## src/rtl/rect_program_sequencer_if.sv

```systemverilog
// Command port of rect_program_sequencer: valid/ready rectangle descriptor
// handshake plus the one-cycle reject pulse.
//   cmd_valid  master->slave  command offered
//   cmd_ready  slave->master  FIFO not full
//   cmd_index  master->slave  target renderer stage
//   cmd_x/y/w/h/color         values for reg IDs 0..4
//   cmd_mask   master->slave  bit i set = write reg ID i
//   cmd_err    slave->master  command rejected (index out of range)
interface rect_program_sequencer_if;
  logic        cmd_valid;
  logic        cmd_ready;
  logic [11:0] cmd_index;
  logic [11:0] cmd_x;
  logic [11:0] cmd_y;
  logic [11:0] cmd_w;
  logic [11:0] cmd_h;
  logic [11:0] cmd_color;
  logic [4:0]  cmd_mask;
  logic        cmd_err;

  modport master (
    output cmd_valid, cmd_index, cmd_x, cmd_y, cmd_w, cmd_h, cmd_color, cmd_mask,
    input  cmd_ready, cmd_err
  );

  modport slave (
    input  cmd_valid, cmd_index, cmd_x, cmd_y, cmd_w, cmd_h, cmd_color, cmd_mask,
    output cmd_ready, cmd_err
  );
endinterface

```

## src/rtl/rect_program_sequencer.sv

```systemverilog
// Head-of-chain controller for the rect_renderer pipeline. Buffers rectangle
// descriptors in a FIFO and serialises each into programming words that are
// inserted into the pixel stream only during blanking slots.
// Ports:
//   clk, rst_n                      clock, async active-low reset
//   cmd (slave)                     command handshake, see interface
//   px_x_in, px_y_in, px_data_in    incoming pixel stream
//   px_active, vblank               visible-pixel qualifier, vertical blank
//   program_out, x_out, y_out,
//   data_out                        registered stream to first renderer
//   busy                            FIFO non-empty or FSM active
//   fifo_count                      entries held in the FIFO
module rect_program_sequencer #(
  parameter int unsigned NUM_SHAPES  = 16,
  parameter int unsigned FIFO_DEPTH  = 4,
  parameter int unsigned VBLANK_ONLY = 1
) (
  input  logic                          clk,
  input  logic                          rst_n,
  rect_program_sequencer_if.slave       cmd,
  input  logic [11:0]                   px_x_in,
  input  logic [11:0]                   px_y_in,
  input  logic [11:0]                   px_data_in,
  input  logic                          px_active,
  input  logic                          vblank,
  output logic                          program_out,
  output logic [11:0]                   x_out,
  output logic [11:0]                   y_out,
  output logic [11:0]                   data_out,
  output logic                          busy,
  output logic [$clog2(FIFO_DEPTH):0]   fifo_count
);

  localparam int unsigned PTR_W   = $clog2(FIFO_DEPTH);
  localparam int unsigned CNT_W   = PTR_W + 1;
  localparam int unsigned DW      = 12;
  localparam int unsigned NREG    = 5;
  localparam int unsigned VALS_W  = DW * NREG;
  localparam int unsigned ENTRY_W = DW + VALS_W + NREG;

  typedef enum logic [1:0] {
    IDLE = 2'd0,
    LOAD = 2'd1,
    EMIT = 2'd2
  } state_t;

  // FIFO entry layout: {mask, color, h, w, y, x, index}
  logic [ENTRY_W-1:0] mem [FIFO_DEPTH];
  logic [ENTRY_W-1:0] head_c;
  logic [PTR_W-1:0]   wr_ptr, wr_ptr_d;
  logic [PTR_W-1:0]   rd_ptr, rd_ptr_d;
  logic [CNT_W-1:0]   count_d;

  state_t             state, state_d;
  logic [DW-1:0]      wk_index, wk_index_d;
  logic [VALS_W-1:0]  wk_vals, wk_vals_d;
  logic [NREG-1:0]    rem_mask, rem_mask_d;
  logic [NREG-1:0]    rem_next;
  logic [2:0]         cur_id, cur_id_d;

  logic               ready_q, ready_d;
  logic               err_q, err_d;
  logic               program_d;
  logic [DW-1:0]      x_d, y_d, data_d;
  logic               busy_d;

  logic               slot_c;
  logic               idx_ok_c;
  logic               hs_c;
  logic               push_c;
  logic               pop_c;

  // Lowest set bit of a register mask, i.e. next register ID to emit.
  function automatic logic [2:0] first_id(input logic [NREG-1:0] m);
    first_id = '0;
    for (int i = int'(NREG) - 1; i >= 0; i--) begin
      if (m[i]) first_id = 3'(i);
    end
  endfunction

  // Value for a register ID from the packed working values.
  function automatic logic [DW-1:0] sel_val(input logic [VALS_W-1:0] v, input logic [2:0] id);
    case (id)
      3'd0:    sel_val = v[0*DW +: DW];
      3'd1:    sel_val = v[1*DW +: DW];
      3'd2:    sel_val = v[2*DW +: DW];
      3'd3:    sel_val = v[3*DW +: DW];
      3'd4:    sel_val = v[4*DW +: DW];
      default: sel_val = '0;
    endcase
  endfunction

  assign cmd.cmd_ready = ready_q;
  assign cmd.cmd_err   = err_q;

  // Programming words may only replace non-visible pixels.
  assign slot_c   = ~px_active & ((VBLANK_ONLY != 0) ? vblank : 1'b1);
  assign idx_ok_c = 32'(cmd.cmd_index) < NUM_SHAPES;
  assign hs_c     = cmd.cmd_valid & ready_q;
  assign push_c   = hs_c & idx_ok_c;
  assign pop_c    = (state == IDLE) && (fifo_count != '0);
  assign head_c   = mem[rd_ptr];

  // FIFO storage; contents need no reset since count gates every read.
  always_ff @(posedge clk) begin
    if (push_c) begin
      mem[wr_ptr] <= {cmd.cmd_mask, cmd.cmd_color, cmd.cmd_h, cmd.cmd_w,
                      cmd.cmd_y, cmd.cmd_x, cmd.cmd_index};
    end
  end

  // State and output registers.
  always_ff @(posedge clk or negedge rst_n) begin
    if (!rst_n) begin
      state       <= IDLE;
      wr_ptr      <= '0;
      rd_ptr      <= '0;
      fifo_count  <= '0;
      wk_index    <= '0;
      wk_vals     <= '0;
      rem_mask    <= '0;
      cur_id      <= '0;
      ready_q     <= 1'b0;
      err_q       <= 1'b0;
      program_out <= 1'b0;
      x_out       <= '0;
      y_out       <= '0;
      data_out    <= '0;
      busy        <= 1'b0;
    end else begin
      state       <= state_d;
      wr_ptr      <= wr_ptr_d;
      rd_ptr      <= rd_ptr_d;
      fifo_count  <= count_d;
      wk_index    <= wk_index_d;
      wk_vals     <= wk_vals_d;
      rem_mask    <= rem_mask_d;
      cur_id      <= cur_id_d;
      ready_q     <= ready_d;
      err_q       <= err_d;
      program_out <= program_d;
      x_out       <= x_d;
      y_out       <= y_d;
      data_out    <= data_d;
      busy        <= busy_d;
    end
  end

  // Next-state, FIFO bookkeeping and output selection.
  always_comb begin
    state_d    = state;
    wk_index_d = wk_index;
    wk_vals_d  = wk_vals;
    rem_mask_d = rem_mask;
    cur_id_d   = cur_id;
    rem_next   = rem_mask;
    program_d  = 1'b0;
    x_d        = px_x_in;
    y_d        = px_y_in;
    data_d     = px_data_in;

    wr_ptr_d = push_c ? wr_ptr + PTR_W'(1) : wr_ptr;
    rd_ptr_d = pop_c  ? rd_ptr + PTR_W'(1) : rd_ptr;
    count_d  = fifo_count + CNT_W'(push_c) - CNT_W'(pop_c);
    err_d    = hs_c & ~idx_ok_c;

    case (state)
      IDLE: begin
        if (pop_c) begin
          wk_index_d = head_c[DW-1:0];
          wk_vals_d  = head_c[DW +: VALS_W];
          rem_mask_d = head_c[ENTRY_W-1 -: NREG];
          state_d    = LOAD;
        end
      end
      LOAD: begin
        if (rem_mask == '0) begin
          state_d = IDLE;
        end else begin
          cur_id_d = first_id(rem_mask);
          state_d  = EMIT;
        end
      end
      EMIT: begin
        // Without a slot the pixel passes through and cur_id is held.
        if (slot_c) begin
          program_d  = 1'b1;
          x_d        = wk_index;
          y_d        = DW'(cur_id);
          data_d     = sel_val(wk_vals, cur_id);
          rem_next   = rem_mask & ~(NREG'(1) << cur_id);
          rem_mask_d = rem_next;
          if (rem_next == '0) begin
            state_d = IDLE;
          end else begin
            cur_id_d = first_id(rem_next);
          end
        end
      end
      default: state_d = IDLE;
    endcase

    ready_d = count_d != CNT_W'(FIFO_DEPTH);
    busy_d  = (count_d != '0) || (state_d != IDLE);
  end

endmodule

```

## src/flat_wrapper.sv

```systemverilog
// flat-port wrapper written by rule: the top's interface ports become plain ports
module rect_program_sequencer_flat 
#(
  parameter int unsigned NUM_SHAPES  = 16,
  parameter int unsigned FIFO_DEPTH  = 4,
  parameter int unsigned VBLANK_ONLY = 1
)
  (clk, rst_n, px_x_in, px_y_in, px_data_in, px_active, vblank, program_out, x_out, y_out, data_out, busy, fifo_count, cmd_cmd_valid, cmd_cmd_index, cmd_cmd_x, cmd_cmd_y, cmd_cmd_w, cmd_cmd_h, cmd_cmd_color, cmd_cmd_mask, cmd_cmd_ready, cmd_cmd_err);
  rect_program_sequencer_if cmd_i ();
  input  logic clk;
  input  logic rst_n;
  input  logic [11:0] px_x_in;
  input  logic [11:0] px_y_in;
  input  logic [11:0] px_data_in;
  input  logic px_active;
  input  logic vblank;
  output logic program_out;
  output logic [11:0] x_out;
  output logic [11:0] y_out;
  output logic [11:0] data_out;
  output logic busy;
  output logic [$clog2(FIFO_DEPTH):0] fifo_count;
  input wire logic [$bits(cmd_i.cmd_valid)-1:0] cmd_cmd_valid;
  input wire logic [$bits(cmd_i.cmd_index)-1:0] cmd_cmd_index;
  input wire logic [$bits(cmd_i.cmd_x)-1:0] cmd_cmd_x;
  input wire logic [$bits(cmd_i.cmd_y)-1:0] cmd_cmd_y;
  input wire logic [$bits(cmd_i.cmd_w)-1:0] cmd_cmd_w;
  input wire logic [$bits(cmd_i.cmd_h)-1:0] cmd_cmd_h;
  input wire logic [$bits(cmd_i.cmd_color)-1:0] cmd_cmd_color;
  input wire logic [$bits(cmd_i.cmd_mask)-1:0] cmd_cmd_mask;
  output wire logic [$bits(cmd_i.cmd_ready)-1:0] cmd_cmd_ready;
  output wire logic [$bits(cmd_i.cmd_err)-1:0] cmd_cmd_err;
  assign cmd_i.cmd_valid = cmd_cmd_valid;
  assign cmd_i.cmd_index = cmd_cmd_index;
  assign cmd_i.cmd_x = cmd_cmd_x;
  assign cmd_i.cmd_y = cmd_cmd_y;
  assign cmd_i.cmd_w = cmd_cmd_w;
  assign cmd_i.cmd_h = cmd_cmd_h;
  assign cmd_i.cmd_color = cmd_cmd_color;
  assign cmd_i.cmd_mask = cmd_cmd_mask;
  assign cmd_cmd_ready = cmd_i.cmd_ready;
  assign cmd_cmd_err = cmd_i.cmd_err;
  rect_program_sequencer #(.NUM_SHAPES(NUM_SHAPES), .FIFO_DEPTH(FIFO_DEPTH), .VBLANK_ONLY(VBLANK_ONLY)) u_core (.clk(clk), .rst_n(rst_n), .cmd(cmd_i), .px_x_in(px_x_in), .px_y_in(px_y_in), .px_data_in(px_data_in), .px_active(px_active), .vblank(vblank), .program_out(program_out), .x_out(x_out), .y_out(y_out), .data_out(data_out), .busy(busy), .fifo_count(fifo_count));
endmodule
```

## config.mk

```make
export PLATFORM = sky130hd
export DESIGN_NAME = rect_program_sequencer_flat
export DESIGN_NICKNAME = d
export VERILOG_FILES = /design/src/rtl/rect_program_sequencer_if.sv /design/src/rtl/rect_program_sequencer.sv /design/src/flat_wrapper.sv
export SDC_FILE = /design/constraint.sdc
export NUM_CORES = 1
export LEC_CHECK = 0
export CAP_MARGIN = 40
export CORE_AREA = 3 3 145 217
export DETAILED_ROUTE_END_ITERATION = 16
export DIE_AREA = 0 0 148 220
export HOLD_SLACK_MARGIN = 0.02
export PLACE_DENSITY = 0.89
export REMOVE_ABC_BUFFERS = 1
export SYNTH_ARGS = -nofsm -noshare
export SYNTH_HDL_FRONTEND = slang
export SYNTH_SLANG_ARGS = --single-unit
export TNS_END_PERCENT = 50
```

## constraint.sdc

```tcl
create_clock -name clk -period 3.9 [get_ports clk]
set_input_delay 0.78 -clock clk [delete_from_list [all_inputs] [get_ports clk]]
set_output_delay 0.78 -clock clk [all_outputs]
set_load 0.05 [all_outputs]
```

# Yosys cells after proc, flatten, opt, wreduce, memory -nomap -nowiden
# Memory sizes are Yosys's and may differ from the RTL's.
# Cells that the tools add are included.
# classes
n_addsub	4
n_lt_le_gt_ge	1
eq_ne	11
n_shift	1
n_mux	33
bitwise	8
n_reduce_logical	14
# ops
cell	count
$mux 12	6
$pmux 12 s5	1
$mux 3	13
$lt 12x5->1 const B	1
$logic_not 5->1	2
$mux 5	2
$pmux 5 s2	1
$mux 2	4
$eq 3x2->1 const B	2
$pmux 2 s3	1
$pmux 3 s2	1
$reduce_bool 2->1	3
$reduce_bool 3->1	2
$and 5x5->5	1
$not 5->5	1
$shl 1x3->5 const A	1
$add 2x1->2 const B	2
$and 1x1->1	4
$mux 1	4
$ne 2x1->1 const B	2
$ne 2x2->1 const B	2
$reduce_and 4->1	1
$add 3x1->3	1
$eq 3x1->1 const B	1
12 further kinds	13
# word_totals
reg_bits	129
mem_bits_rw	308
output_inout_bits	43
elab_cells	88
n_memories	1
# memory_table
name	depth	word_bits	rd	rd_clocked_by_memory_dff	write_ports	line_no	rtl
u_core.mem	4	77	1	0	1	rect_program_sequencer.sv:48	logic [ENTRY_W-1:0] mem [FIFO_DEPTH];

# Longest topological paths before layout
# Gate-level depths: netlist of run 1.
# logic_depth
word_depth	11
ltp_mapped	13
depth_no_buf	11

# Worst setup path before layout of run 1
# No wires, ideal clock.
# synth_timing
path_kind	input to register
start	input port cmd_cmd_index[11]
end	memory u_core.mem[0][0] (netlist bit) (enable)
setup_time_ns	0.444
arrival_time_ns	3.333
path_slack_ns	0.124
stages	4
cell_sequence	nor4_1 nand2_1 nor2_1 and2_1
# synth_via
elab_chain_len	4
# synth_lines
item	line_no	rtl
start: declaration	flat_wrapper.sv:24	input wire logic [$bits(cmd_i.cmd_index)-1:0] cmd_cmd_index;
$lt 12x5->1	rect_program_sequencer.sv:98	assign idx_ok_c = 32'(cmd.cmd_index) < NUM_SHAPES;
$and 1x1->1	rect_program_sequencer.sv:100	assign push_c = hs_c & idx_ok_c;
via u_core.push_c	rect_program_sequencer.sv:70	logic push_c;
$mux 1	rect_program_sequencer.sv:106	if (push_c) begin
$mux 1 (not written as such)	rect_program_sequencer.sv:107	mem[wr_ptr] <= {cmd.cmd_mask, cmd.cmd_color, cmd.cmd_h, cmd.cmd_w,
end: declaration	rect_program_sequencer.sv:48	
# The timed path passes the listed nets, and every way through them passes these cells.

# Worst setup path after layout of run 1
# layout_timing
start	input port cmd_cmd_index[11]
end	register u_core.busy
# layout_via
elab_chain_len	6
# layout_lines
item	line_no	rtl
$lt 12x5->1	rect_program_sequencer.sv:98	
$and 1x1->1	rect_program_sequencer.sv:100	
via u_core.push_c	rect_program_sequencer.sv:70	
$add 3x1->3	rect_program_sequencer.sv:164	count_d = fifo_count + CNT_W'(push_c) - CNT_W'(pop_c);
$sub 3x1->3	rect_program_sequencer.sv:164	
via u_core.count_d[2]	rect_program_sequencer.sv:52	logic [CNT_W-1:0] count_d;
$reduce_bool 3->1	rect_program_sequencer.sv:204	busy_d = (count_d != '0) || (state_d != IDLE);
$logic_or 1x1->1	rect_program_sequencer.sv:204	
via u_core.busy_d	rect_program_sequencer.sv:65	logic busy_d;
end signal: assignment	rect_program_sequencer.sv:145	busy <= busy_d;
end: declaration	rect_program_sequencer.sv:30	output logic busy,
# The timed path passes the listed nets, and every way through them passes these cells.
# A chain may end at the register's enable or synchronous reset.

==> flow_summary.json, run 1 <==
{
  "vdd_drop_max_v": 0.000448,
  "cts_max_level": 2,
  "hold_viol_final": 0,
  "cp-start-kind": "input pin",
  "power_density_nw_per_um2": 701,
  "cts_resized": 0,
  "crit_path_end_kind": "flop",
  "yosysTopAreaCellShare": 0.548,
  "arrival_ps": 3300,
  "setup_violations": 0,
  "start_util": 0.569,
  "use_met1": 0.269,
  "synth_warnings": 0,
  "ff2ff_setup_slack_ps": 1120,
  "top_usage_layer": "met2",
  "seq_area_frac_synth": 0.739,
  "synth_top_area_cell": "edfxtp_1",
  "ys_ff_latch": 437,
  "dr.pass1.iters": 6,
  "worstMarginPinSlew_ps": 928,
  "leakage_nw": 7.57,
  "critPathMaxFanout": 8,
  "cts_sinks": 437,
  "portBuffers": 160,
  "final_nets": 1350,
  "clk_path_buf_depth": 3,
  "grt_overflow": 0,
  "cts-hold-fix-buffers": 0,
  "ys_top_cells_by_area": "edfxtp_1 (55%), dfrtp_1 (19%), mux4_2 (10%)",
  "coreArea_um2": 29700,
  "r2r-end": "u_core.busy",
  "drt-initial-drc-count": 787,
  "clk_pin_slew_ps": 70,
  "grt_pass1_wl_um": 57300,
  "regArea_um2": 12500,
  "cp-startpoint": "cmd_cmd_index[11]",
  "io_pins": 161,
  "drv_slew": 0,
  "multiInputGateArea_um2": 4040,
  "hold_class": "input pin to asynchronous set/reset pin",
  "reg2reg_from": "u_core.state[1]",
  "ys_types": 45,
  "routed_wl_um": 36900,
  "period_share": 0.758,
  "drtAntennaViolNets": 0,
  "num_vias": 9652,
  "p_total_mw": 14.3,
  "antenna_found_initial": 3,
  "finalCriticalPeriod_ps": 2960,
  "die_w_um": 148,
  "routabilityCongestion": 0.765,
  "use_met2": 0.413,
  "setup_ws_ps": 944,
  "grt_pass1_vias": 10400,
  "drc": 0,
  "crit_type": "input pin to flop",
  "maxCapViolCount": 0,
  "fmax_ghz": 0.338,
  "rsz0062_at_grt": "no",
  "syn_area_um2": 16900,
  "fillers": 1850,
  "max-slew-margin-rel": 0.381,
  "cp.required_ps": 4240,
  "crit_end": "u_core.busy",
  "cts_tree": "built",
  "place_hpwl_um": 21900,
  "wire_per_inst_um": 22.4,
  "hold_slack_ps": 283,
  "grtUsageTotal": 0.230,
  "dp_slack_ps": 590,
  "fp.dieH_um": 220,
  "skew_ps": 13.1,
  "layout-drive-gt1-share": 0.147,
  "area_growth_pct": 20.6,
  "dieArea_um2": 32600,
  "numCtsBuffers": 38,
  "grtUsageMet3": 0.0395,
  "placementRows": 77,
  "postCtsSetupRepairBufs": 0,
  "outcome": "complete, no violations",
  "grt_max_degree": 80,
  "clock_latency_ps": 540,
  "syn_avg_cell_area_um2": 15.9,
  "vias_per_cell": 5.84,
  "worstRegToRegCells": 10,
  "cts_root_buf": "clkbuf_16",
  "synth_cells": 1061
}
## worst min path at each step
| stage | from | endpoint | slack (ps) |
|---|---|---|---|
| global route | rst_n | u_core.x_out[4] | 330 |
| global placement | u_core.wk_index[2] | u_core.x_out[2] | 450 |
| floorplan | u_core.wk_index[0] | u_core.x_out[0] | 440 |
| finish | rst_n | u_core.program_out | 280 |
| detailed placement | u_core.wk_index[2] | u_core.x_out[2] | 460 |
| CTS | rst_n | u_core.x_out[6] | 320 |
## layout make-up
class	count	share of cell area
multi-input combinational	554	0.198
sequential	437	0.614
clock buffer	54	0.0558
inverter	11	0.00209
clock inverter	16	0.0107
antenna	2	0.000246
timing repair buffer	183	0.0950
tap	395	0.0243
## worst max-delay path, stage by stage
cell	delay [ps]
clkdlybuf4s50_1	500
nor4_1	390
nand2_1	100
nor2_1	150
buf_4	190
ha_1	180
fa_1	220
xor2_1	220
xnor2_1	140
nor3_1	230
o2111ai_1	190
## through the flow
step / util / instances / TNS [ps] / area [um^2]
after floorplan: - / 1002 / -11670 / 16500
after global placement: 0.639 / 1578 / 0 / 18900
after detailed placement: 0.640 / 1580 / 0 / 19000
after CTS: 0.686 / 1650 / 0 / 20300
after global routing: 0.686 / 1652 / 0 / 20400
final: 0.686 / 1652 / 0 / 20400
## cells in the final DEF, fill, tap and decap left out, types with 3 or more instances in the layout
| cell type | netlist | final |
|---|---|---|
| a21oi_1 | 44 | 44 |
| and2_1 | 13 | 9 |
| and2_4 | 0 | 4 |
| buf_12 | 0 | 11 |
| buf_4 | 2 | 11 |
| bufinv_16 | 0 | 5 |
| clkbuf_1 | 18 | 8 |
| clkbuf_16 | 0 | 42 |
| clkbuf_8 | 0 | 4 |
| clkdlybuf4s50_1 | 0 | 159 |
| clkinv_2 | 1 | 6 |
| dfrtp_1 | 129 | 125 |
| edfxtp_1 | 308 | 308 |
| ha_1 | 6 | 6 |
| inv_1 | 9 | 9 |
| mux2_2 | 3 | 3 |
| mux2i_1 | 13 | 13 |
| mux4_2 | 77 | 77 |
| nand2_1 | 286 | 286 |
| nand2b_1 | 14 | 14 |
| nor2_1 | 20 | 20 |
| nor3_1 | 4 | 4 |
| o21ai_0 | 42 | 42 |
| xnor2_1 | 4 | 4 |
## logic make-up after synthesis
logic type                 synth area share
AOI/OAI and AO/OA                    0.0324
xor gates and xnor gates            0.00259
adders and majority gates           0.00563
buffers and inverters                0.0222
DFF                                   0.739
muxes                                 0.113
and+or+nand+nor                      0.0847
## synthesized netlist by cell type
library cell,count
mux2_2,3
buf_1,1
buf_2,29
fa_1,1
nor2b_4,1
nor3_1,4
nor4_1,2
o31ai_1,1
clkinv_2,1
mux2i_1,13
ha_1,6
nor2_1,20
o21ai_1,1
nand3b_1,2
mux4_2,77
xor2_1,1
inv_2,1
and2_1,13
a22o_1,1
o21ai_0,42
a21oi_1,44
a21boi_0,2
or3_1,1
o21ai_2,2
a21oi_2,1
dfrtp_1,129
clkbuf_1,18
a2111oi_2,1
buf_4,2
o22ai_1,2
inv_1,9
a21o_1,1
nand2_1,286
xnor2_1,4
o32a_1,1
nor3b_1,1
or2_1,1
mux2i_2,1
nor2b_1,1
nand2b_4,1
nor3_2,1
o2111ai_1,1
nand2b_1,14
edfxtp_1,308
buf_6,9
## routing by layer
layer  share of wire  wire [um]
met5         0.00062         23
met3           0.062       2270
met4           0.041       1500
met2            0.54      20000
met1            0.36      13200
## flip-flops by register name (all words and copies together) (netlist names)
signal,flops
u_core.cmd.cmd_err,1
u_core.y_out,12
u_core.data_out,12
u_core.busy,1
u_core.program_out,1
u_core.fifo_count,3
u_core.state,2
u_core.wr_ptr,2
u_core.rem_mask,5
u_core.mem,308
u_core.wk_vals,60
u_core.cur_id,3
u_core.rd_ptr,2
u_core.cmd.cmd_ready,1
u_core.wk_index,12
u_core.x_out,12
## where the power goes
| group | switching, mW | internal (mW) | total, mW |
|---|---|---|---|
| clock | 1.62 | 2.38 | 4.00 |
| sequential | 0.583 | 5.52 | 6.11 |
| combinational | 2.42 | 1.74 | 4.17 |
No activity file was read; power rests on OpenSTA's default activity.
==> run 2, diff against run 1 <==
--- a/config.mk
+++ b/config.mk
@@ -6,11 +6,11 @@
 export NUM_CORES = 1
 export LEC_CHECK = 0
 export CAP_MARGIN = 40
-export CORE_AREA = 3 3 145 217
+export CORE_AREA = 3 3 153 229
 export DETAILED_ROUTE_END_ITERATION = 16
-export DIE_AREA = 0 0 148 220
+export DIE_AREA = 0 0 156 232
 export HOLD_SLACK_MARGIN = 0.02
-export PLACE_DENSITY = 0.89
+export PLACE_DENSITY = 0.84
 export REMOVE_ABC_BUFFERS = 1
 export SYNTH_ARGS = -nofsm -noshare
 export SYNTH_HDL_FRONTEND = slang
==> constraint.sdc (replaced) <==
create_clock -name clk -period 2.6 [get_ports clk]
set_input_delay 0.52 -clock clk [delete_from_list [all_inputs] [get_ports clk]]
set_output_delay 0.52 -clock clk [all_outputs]
set_load 0.05 [all_outputs]
==> flow_summary.json, run 2 (synthesis gave the netlist of run 1 again) <==
{
  "outcome": "complete, no violations",
  "grt_max_degree": 76,
  "cts_tree": "built",
  "hold_slack_ps": 469,
  "r2r-end": "u_core.busy",
  "crit_slowest_cell": "dfrtp_1",
  "crit_family": "adder cells",
  "antenna_found_initial": 2,
  "ff2ff_setup_slack_ps": 130,
  "start_util": 0.506,
  "drv_slew": 0,
  "finalCriticalPeriod_ps": 2470,
  "worstMarginPinSlew_ps": 891,
  "final_nets": 1385,
  "setup_violations": 0,
  "io_pins": 161,
  "worstRegToRegCells": 11,
  "grt_pass1_vias": 10400,
  "period_share": 0.950,
  "drc": 0,
  "die_w_um": 156,
  "dieArea_um2": 36200,
  "layout_commonest_cell": "edfxtp_1",
  "skew_ps": 13.1,
  "fp.dieH_um": 232,
  "cp.required_ps": 2940,
  "place_hpwl_um": 23100,
  "drt-initial-drc-count": 822,
  "leakage_nw": 7.74,
  "critPathMaxFanout": 3,
  "largest_registers": "u_core.mem (308), u_core.wk_vals (60)",
  "numCtsBuffers": 39,
  "crit_type": "flop to flop",
  "largest_reg_flops": 308,
  "cp-start-kind": "flop",
  "reg2reg_from": "u_core.fifo_count[2]",
  "worstHoldStart": "u_core.wk_index[10]",
  "routabilityCongestion": 0.771,
  "power_density_nw_per_um2": 1030,
  "crit_path_cell_trace": "nor3_2 > or3_4 > clkinv_2 > ha_1 > inv_1 > ha_1 > fa_1 > xor2_1 > xnor2_1 > nor3_1 > o2111ai_1",
  "dr.pass1.iters": 5,
  "clk_path_buf_depth": 3,
  "clock_latency_ps": 530,
  "grt_overflow": 0,
  "clk_pin_slew_ps": 70,
  "grtUsageTotal": 0.206,
  "fmax_ghz": 0.405,
  "hold_class": "flop to flop",
  "area_growth_pct": 22.5,
  "vdd_drop_max_v": 0.000925,
  "cts_sinks": 437,
  "placementRows": 82,
  "coreArea_um2": 33300,
  "cts_max_level": 2,
  "grt_pass1_wl_um": 57500,
  "crit_path_end_kind": "flop",
  "holdPathStages": 2,
  "critPathMaxStageDelay_ps": 420,
  "mostFrequentLayoutCells": "edfxtp_1 (308), nand2_1 (286), clkdlybuf4s50_1 (159)",
  "vias_per_cell": 5.61,
  "hold_viol_final": 0,
  "wire_per_inst_um": 21.5,
  "cp_num_buf_inv": 2,
  "cpMostUsedCell": "ha_1",
  "cts_root_buf": "clkbuf_16",
  "maxCapViolCount": 0,
  "routed_wl_um": 36700,
  "portBuffers": 160,
  "drtAntennaViolNets": 0,
  "rsz0062_at_grt": "no",
  "hold-path-endpoint": "u_core.x_out[10]",
  "arrival_ps": 2810,
  "max-slew-margin-rel": 0.406,
  "layout-drive-gt1-share": 0.169,
  "final_util": 0.620,
  "regMostFlops": "u_core.mem",
  "num_vias": 9612
}
## run 2: timing repair
action / 4_1_cts / 5_1_grt
hold buffers: 1 / 0
resized for setup: 1 / 2
endpoints found under the setup margin: 1 / 1
buffers inserted: 0 / 1
hold endpoints to repair: 48 / 0
## run 2: layout make-up
type	instances	area (um^2)
clock inverter	23	226
antenna	3	7.51
multi-input combinational	554	4060
fill	2268	12700
sequential	437	12500
tap	420	526
timing repair buffer	217	2270
clock buffer	47	1060
inverter	11	42.5
## run 2: worst max-delay path by stage
stage,start,endpoint,slack [ps],depth (start not counted)
floorplan,u_core.fifo_count[2],u_core.busy,-2610,11
global placement,cmd_cmd_index[10],u_core.busy,-520,9
detailed placement,cmd_cmd_index[10],u_core.busy,-560,11
CTS,u_core.fifo_count[0],u_core.busy,70,11
global route,u_core.fifo_count[2],u_core.busy,20,11
finish,u_core.fifo_count[2],u_core.busy,130,11
## run 2: where the power goes
part | internal, mW | leakage, nW | switching (mW)
registers | 8.29 | 4.32 | 0.763
logic | 2.81 | 2.78 | 3.69
clock network | 3.32 | 0.636 | 2.46
## run 2: metrics by stage
step / TNS [ps] / worst slack (ps) / instances / power, mW / area (um^2)
floorplan: -402540 / -2610 / 1002 / 13.3 / 16500
global placement: -98060 / -520 / 1636 / 15.3 / 19300
detailed placement: -106850 / -561 / 1637 / 15.6 / 19300
CTS: 0 / 70.6 / 1708 / 21.4 / 20600
global route: 0 / 18.1 / 1711 / 22.4 / 20700
finish: 0 / 130 / 1712 / 21.3 / 20700
## run 2: worst min-delay path, delay by kind of cell (launching register included)
family           cells  cell delay (ps)
AND/OR/NAND/NOR      2              100
flip-flops           1              340
## run 2: routing by layer
layer,share of wire,global-route usage,wire [um],vias up
met1,0.38,0.252,13800,4924
li1,-,-,-,4271
met2,0.54,0.371,20000,339
met3,0.046,0.0237,1680,78
met5,0,0,0,-
met4,0.034,0.0820,1230,0
==> run 3, diff against run 2 <==
--- a/config.mk
+++ b/config.mk
@@ -7,6 +7,7 @@
 export LEC_CHECK = 0
 export CAP_MARGIN = 40
 export CORE_AREA = 3 3 153 229
+export CTS_BUF_LIST = sky130_fd_sc_hd__clkbuf_16
 export DETAILED_ROUTE_END_ITERATION = 16
 export DIE_AREA = 0 0 156 232
 export HOLD_SLACK_MARGIN = 0.02
==> flow_summary.json, run 3 (synthesis gave the netlist of run 1 again) <==
{
  "io_pins": 161,
  "p_switching_mw": 6.89,
  "holdPathStages": 2,
  "worstRegToRegCells": 11,
  "arrival_ps": 2820,
  "mostFrequentLayoutCells": "edfxtp_1 (308), nand2_1 (286), clkdlybuf4s50_1 (159)",
  "clk_path_buf_depth": 3,
  "num_vias": 9614,
  "critPathMaxFanout": 3,
  "place_hpwl_um": 23100,
  "cts_tree": "built",
  "clk_pin_slew_ps": 70,
  "fmax_ghz": 0.403,
  "reg2reg_from": "u_core.fifo_count[2]",
  "seq_power_share": 0.425,
  "layout-drive-gt1-share": 0.168,
  "coreArea_um2": 33300,
  "outcome": "complete, no violations",
  "regMostFlops": "u_core.mem",
  "period_share": 0.953,
  "largest_registers": "u_core.mem (308), u_core.wk_vals (60)",
  "finalCriticalPeriod_ps": 2480,
  "comb_power_share": 0.305,
  "dr.pass1.iters": 6,
  "die_w_um": 156,
  "portBuffers": 160,
  "worstMarginPinSlew_ps": 898,
  "hold_slack_ps": 469,
  "cts_max_level": 2,
  "layout_commonest_cell": "edfxtp_1",
  "fin_area_um2": 20700,
  "power_density_nw_per_um2": 1030,
  "r2r-end": "u_core.busy",
  "routed_wl_um": 36600,
  "ff2ff_setup_slack_ps": 120,
  "clockPowerShare": 0.269,
  "skew_ps": 12.6,
  "final_nets": 1385,
  "clock_latency_ps": 530,
  "start_util": 0.506,
  "routabilityCongestion": 0.771,
  "worstHoldStart": "u_core.wk_index[10]",
  "grt_pass1_wl_um": 57200,
  "crit_path_end_kind": "flop",
  "place_area_um2": 19300,
  "cts_root_buf": "clkbuf_16",
  "vias_per_cell": 5.62,
  "cts_sinks": 437,
  "numCtsBuffers": 39,
  "maxCapViolCount": 0,
  "setup_violations": 0,
  "cp-start-kind": "flop",
  "placementRows": 82,
  "cp.required_ps": 2940,
  "dieArea_um2": 36200,
  "rsz0062_at_grt": "no",
  "p_sw_frac": 0.324,
  "hold-path-endpoint": "u_core.x_out[10]",
  "drt-initial-drc-count": 801,
  "grt_overflow": 0,
  "grt_max_degree": 76,
  "cellInternalPower_mw": 14.4,
  "crit_type": "flop to flop",
  "antenna_found_initial": 2,
  "area_growth_pct": 22.4,
  "tns_ps": 0,
  "wire_per_inst_um": 21.4,
  "drtAntennaViolNets": 0,
  "max-slew-margin-rel": 0.401,
  "largest_reg_flops": 308,
  "hold_viol_final": 0,
  "drv_slew": 0,
  "fp.dieH_um": 232,
  "vdd_drop_max_v": 0.000919,
  "hold_class": "flop to flop",
  "grt_pass1_vias": 10300,
  "drc": 0,
  "grtUsageTotal": 0.205,
  "leakage_nw": 7.75
}
[run 3: critical path: stages (launching register included)]
cell and delay (ps):
dfrtp_1 420, nor3_2 180, or3_4 150, clkinv_2 50
ha_1 260, inv_1 30, ha_1 190, fa_1 400
xor2_1 170, xnor2_1 150, nor3_1 130, o2111ai_1 150
[run 3: worst max path at each step]
| stage | startpoint | to | slack (ps) | cells past startpoint |
|---|---|---|---|---|
| 2_1_floorplan | u_core.fifo_count[2] | u_core.busy | -2610 | 11 |
| 3_3_place_gp | cmd_cmd_index[10] | u_core.busy | -520 | 9 |
| 3_5_place_dp | cmd_cmd_index[10] | u_core.busy | -560 | 11 |
| 4_1_cts | u_core.fifo_count[0] | u_core.busy | 70 | 11 |
| 5_1_grt | u_core.fifo_count[2] | u_core.busy | 20 | 11 |
| 6_report | u_core.fifo_count[2] | u_core.busy | 120 | 11 |
[run 3: routing by layer]
layer | GRT usage | part of all wire
met5 | 0 | 0
met4 | 0.0798 | 0.032
met3 | 0.0244 | 0.054
met2 | 0.370 | 0.55
met1 | 0.250 | 0.37
[run 3: power by group through the flow]
stage	logic, mW	registers (mW)	clock network, mW
floorplan	3.58	9.74	0
global placement	6.15	9.11	0
detailed placement	6.42	9.16	0
CTS	6.51	9.04	5.82
global route	7.11	9.15	6.09
finish	6.49	9.04	5.73
[run 3: area by class of cell]
type | count | area, um^2
fill | 2265 | 12700
multi-input combinational | 554 | 4060
sequential | 437 | 12500
antenna | 2 | 5.00
inverter | 11 | 42.5
clock inverter | 29 | 249
timing repair buffer | 217 | 2270
clock buffer | 41 | 1030
tap | 420 | 526
[run 3: metrics by stage]
step,power (mW),setup slack [ps],instances,util
2_1_floorplan,13.3,-2610,1002,-
3_3_place_gp,15.3,-520,1636,0.579
3_5_place_dp,15.6,-561,1637,0.580
4_1_cts,21.4,70.8,1708,0.619
5_1_grt,22.3,18.1,1711,0.620
6_report,21.3,121,1711,0.620
[run 3: what timing repair did]
action | CTS | global route
endpoints found under the setup margin | 1 | 1
hold endpoints to repair | 48 | 0
setup buffers | 0 | 1
hold buffers | 1 | 0
resized for setup | 1 | 2
